$ cat src/rtl/addsub_arbiter.sv
// Two-requester round-robin front end for a shared WIDTH-bit add/subtract
// slice. Operands are captured on a valid/ready handshake, the operation runs
// for one cycle, and a tagged result is held until the consumer takes it.
module addsub_arbiter #(
    parameter int unsigned WIDTH = 8
) (
    input  logic             clk,
    input  logic             reset,
    input  logic             req0_valid,
    output logic             req0_ready,
    input  logic [WIDTH-1:0] req0_a,
    input  logic [WIDTH-1:0] req0_b,
    input  logic             req0_sub,
    input  logic             req1_valid,
    output logic             req1_ready,
    input  logic [WIDTH-1:0] req1_a,
    input  logic [WIDTH-1:0] req1_b,
    input  logic             req1_sub,
    output logic             res_valid,
    input  logic             res_ready,
    output logic             res_id,
    output logic [WIDTH-1:0] res_sum,
    output logic             res_carryOut,
    output logic             res_overflow
);

    localparam logic [1:0] IDLE = 2'd0;
    localparam logic [1:0] EXEC = 2'd1;
    localparam logic [1:0] RESP = 2'd2;

    logic [1:0]       state;
    logic             last_id;
    logic [WIDTH-1:0] op_a;
    logic [WIDTH-1:0] op_b;
    logic             op_sub;
    logic             op_id;

    logic             grant;
    logic             accept;
    logic [WIDTH-1:0] bx;
    logic [WIDTH-1:0] s;
    logic             c;

    // Grant: a lone requester wins; on a tie the one not served last wins.
    always_comb begin
        grant = 1'b0;
        if (req0_valid && req1_valid) begin
            grant = ~last_id;
        end else if (req1_valid) begin
            grant = 1'b1;
        end
    end

    // Ready only to the granted, valid requester while idle and out of reset.
    always_comb begin
        req0_ready = 1'b0;
        req1_ready = 1'b0;
        if (!reset && (state == IDLE)) begin
            req0_ready = req0_valid && !grant;
            req1_ready = req1_valid && grant;
        end
    end

    assign accept = (req0_valid && req0_ready) || (req1_valid && req1_ready);

    // Shared datapath: subtract is A + ~B + 1.
    always_comb begin
        bx     = op_b ^ {WIDTH{op_sub}};
        {c, s} = {1'b0, op_a} + {1'b0, bx} + {{WIDTH{1'b0}}, op_sub};
    end

    // Sequencer and result registers.
    always_ff @(posedge clk) begin
        if (reset) begin
            state        <= IDLE;
            last_id      <= 1'b1;
            op_a         <= '0;
            op_b         <= '0;
            op_sub       <= 1'b0;
            op_id        <= 1'b0;
            res_valid    <= 1'b0;
            res_id       <= 1'b0;
            res_sum      <= '0;
            res_carryOut <= 1'b0;
            res_overflow <= 1'b0;
        end else begin
            case (state)
                IDLE: begin
                    if (accept) begin
                        op_a   <= grant ? req1_a : req0_a;
                        op_b   <= grant ? req1_b : req0_b;
                        op_sub <= grant ? req1_sub : req0_sub;
                        op_id  <= grant;
                        state  <= EXEC;
                    end
                end
                EXEC: begin
                    res_sum      <= s;
                    res_carryOut <= c ^ op_sub;
                    res_overflow <= (op_a[WIDTH-1] == bx[WIDTH-1]) &&
                                    (s[WIDTH-1] != op_a[WIDTH-1]);
                    res_id       <= op_id;
                    res_valid    <= 1'b1;
                    state        <= RESP;
                end
                RESP: begin
                    if (res_ready) begin
                        res_valid <= 1'b0;
                        last_id   <= op_id;
                        state     <= IDLE;
                    end
                end
                default: begin
                    state <= IDLE;
                end
            endcase
        end
    end

endmodule

$ cat config.mk
export PLATFORM = sky130hd
export DESIGN_NAME = addsub_arbiter
export DESIGN_NICKNAME = d
export VERILOG_FILES = /design/src/rtl/addsub_arbiter.sv
export SDC_FILE = /design/constraint.sdc
export NUM_CORES = 1
export LEC_CHECK = 0
export CORE_UTILIZATION = 30
export DETAILED_ROUTE_END_ITERATION = 16
export PLACE_DENSITY = 0.58
export SYNTH_ARGS = -nofsm -noshare
export SYNTH_HDL_FRONTEND = slang
export SYNTH_SLANG_ARGS = --single-unit
$ cat constraint.sdc
create_clock -name clk -period 5.48 [get_ports clk]
set_input_delay 0.548 -clock clk [delete_from_list [all_inputs] [get_ports clk]]
set_output_delay 0.548 -clock clk [all_outputs]
set_load 0.03 [all_outputs]
==> impl_metrics.yaml <==
synthesis:
  synth_cell_types: 36
  synth_area_per_cell_um2: 9.04
  synth_top_family_by_area: "compound AO/OA/AOI/OAI gates"
  synthAdderAreaFrac_pct: 6.68
  synth_edf_count: 0
  synth_seq_area_share_pct: 36.7
  yosys.area_share.simple_pct: 18.1
  syn-instance-count: 199
  synth_compound_area_share_pct: 18.7
  synthXorXnorAreaFrac_pct: 4.87
  synthArstFlopShare_pct: 0
  ys_warn_count: 0
  synth_nets: 247
  netlist_area_um2: 1800
  ys_seq_elements: 33
  ys.flop_type: "dfxtp_1"
  muxShareOfSynthArea_pct: 10.6
timing:
  skew_ps: 4.65
  rsz0062_at_grt: "false"
  slew_headroom_pct: 28.3
  hold_violations: 0
  fmax_ghz: 0.340
  period_needed_ps: 2940
  drv_slew: 0
  setup_viol_count_final: 0
  period_share_pct: 53.7
  hold_slack_ps: 455
  worst_slew_pin_slew_ps: 1080
  final.setup.tns_ps: 0
cells_and_area:
  mostFrequentLayoutCells: "clkdlybuf4s50_1, dfxtp_1, nor2_1"
  layout-drive-gt1-share_pct: 5.26
  regArea_um2: 661
  multi_input_area_um2: 1060
  final_nets: 294
  post-route-util_pct: 43.6
  instances_no_fill: 319
  area_growth_pct: 36.6
  final_common_cell: "clkdlybuf4s50_1"
  antenna-diode-count: 0
  n_fill_cell: 598
cts:
  cts_buffer_depth: 2
  cts_tree: "yes"
  cts.sinks: 33
  cts_setup_buffers: 0
  cts_root_buffer: "clkbuf_8"
  clock_latency_ps: 280
  htree_levels: 2
  cts-resized-gates: 0
  cts_buffers: 5
  clk_transition_reported_paths_ps: 70
  hold_buffers: 0
worst_setup_path:
  crit_buf_inv: 3
  path_cells: "clkdlybuf4s50_1 -> a21boi_2 -> buf_4 -> nor2_1 -> clkdlybuf4s50_1"
  crit_top_cell: "clkdlybuf4s50_1"
  endpoint_kind: "output port"
  critPathArrivalTime_ps: 2390
  cp.required_ps: 4930
  crit_path_start_kind: "input pin"
  path_class: "input pin to output port"
  slowest_delay_ps: 590
  critical_path.top_delay_family: "buffers and inverters"
  worstPathMaxFanout: 15
  slowest_stage: "clkdlybuf4s50_1"
detailed_routing:
  drc_errors: 0
  num_vias: 1523
  drt-initial-drc-count: 37
  firstDrtPassIters: 4
  wire_per_inst_um: 11.9
  totalWireLength_um: 3800
  postRouteAntennaNets: 0
  avgViaCountPerCell: 4.77
power_and_ir_drop:
  p_per_area_nw_per_um2: 274
  p_leak_nw: 0.929
  ir_worst_vdd_mv: 0.0819
  total_power_mw: 0.674
floorplanning:
  fp-row-count: 27
  fp.dieW_um: 79.4
  initial_core_util_pct: 31.9
  io_pins: 53
  dieArea_um2: 6310
  fp.coreArea_um2: 5640
  die_y_um: 79.4
status:
  status: "finished, final reports clean"
global_route:
  grt_max_degree: 43
  grt_antenna_before_repair: 0
  grt_pass1_vias: 1353
  grt_usage_pct: 12.6
  grt_pass1_wl_um: 6150
  grt_overflow: 0
placement:
  port_buffers: 52
  hpwl_um: 2780
  place_inst: 311
  routabilityCongestion: 0.812
job:
  max-cap-violations: 0
worst_hold_path:
  hold_class: "flip-flop to flip-flop"
## worst reg2reg max path: stages, from the launching register on
cell	delay (ps)
dfxtp_1	660
xor2_1	240
ha_1	290
a21o_1	200
a221o_1	310
a31oi_1	300
or4_1	160
nand3_1	50
## synthesized netlist by cell type (2+ instances only)
cell	instances	area share [%]
o21a_1	4	1.7
a211oi_1	20	8.3
nor2b_1	3	1.0
mux2i_1	19	11
xor2_1	9	4.4
nand3b_1	8	3.3
o21ai_0	4	1.1
nand2_1	10	2.1
ha_1	8	5.6
dfxtp_1	33	37
nor3_1	4	1.1
or4_1	2	0.83
nand3_1	2	0.56
nor2_1	25	5.2
nand2b_1	4	1.4
clkbuf_1	5	1.0
a21oi_1	9	2.5
buf_4	3	1.3
o311ai_0	2	0.97
inv_1	2	0.42
buf_2	6	1.7
and2_1	3	1.0
## report_power, final
part	switching [mW]	internal, mW	leakage, nW
Sequential	0.0186	0.263	0.271
Clock	0.0872	0.113	0.0542
Combinational	0.0976	0.0942	0.604
Total	0.203	0.471	0.929
## stage by stage
| step | instance area, um2 | setup slack [ps] |
|---|---|---|
| after floorplan | 1800 | 3470 |
| after global placement | 2360 | 2560 |
| after detailed placement | 2360 | 2500 |
| after CTS | 2460 | 2500 |
| after global routing | 2460 | 2410 |
| final | 2460 | 2540 |
## cell families (layout without fill, tap and decap cells)
group	after synthesis	in the layout
AND/OR/NAND/NOR	64	64
AO/OA/AOI/OAI	48	48
flip-flops	33	33
multiplexers	19	19
buffers and inverters	16	64
XOR/XNOR	10	10
adder cells (fa/ha/maj)	9	9
## flip-flops by register name, indices dropped and copies added (netlist names), 2 cells and up
name / count
res_sum: 8
state: 2
op_a: 8
op_b: 8
## layout make-up
class                      count  area share (%)
multi-input combinational    150            43.3
sequential                    33            26.9
tap                           72            3.66
inverter                       2           0.305
timing repair buffer          54            21.8
clock buffer                   7            3.92
clock inverter                 1           0.204
## worst paths after layout
| check | from | end | slack, ps | cells past startpoint |
|---|---|---|---|---|
| min | res_id | res_id | 460 | 2 |
| max reg2reg | op_sub | res_sum[7] | 3160 | 7 |
| max | req0_valid | req0_ready | 2540 | 5 |
| min reg2reg | res_id | res_id | 460 | 2 |
## metal layers
metal  up-vias  part of all wire [%]  track usage (%)
li1        814                     -                -
met1       660                    51             16.8
met2        44                    42             19.0
met3         5                   5.8             4.34
met4         0                   1.3             3.82
met5         -                     0                0
No activity file was read; power rests on OpenSTA's default activity.
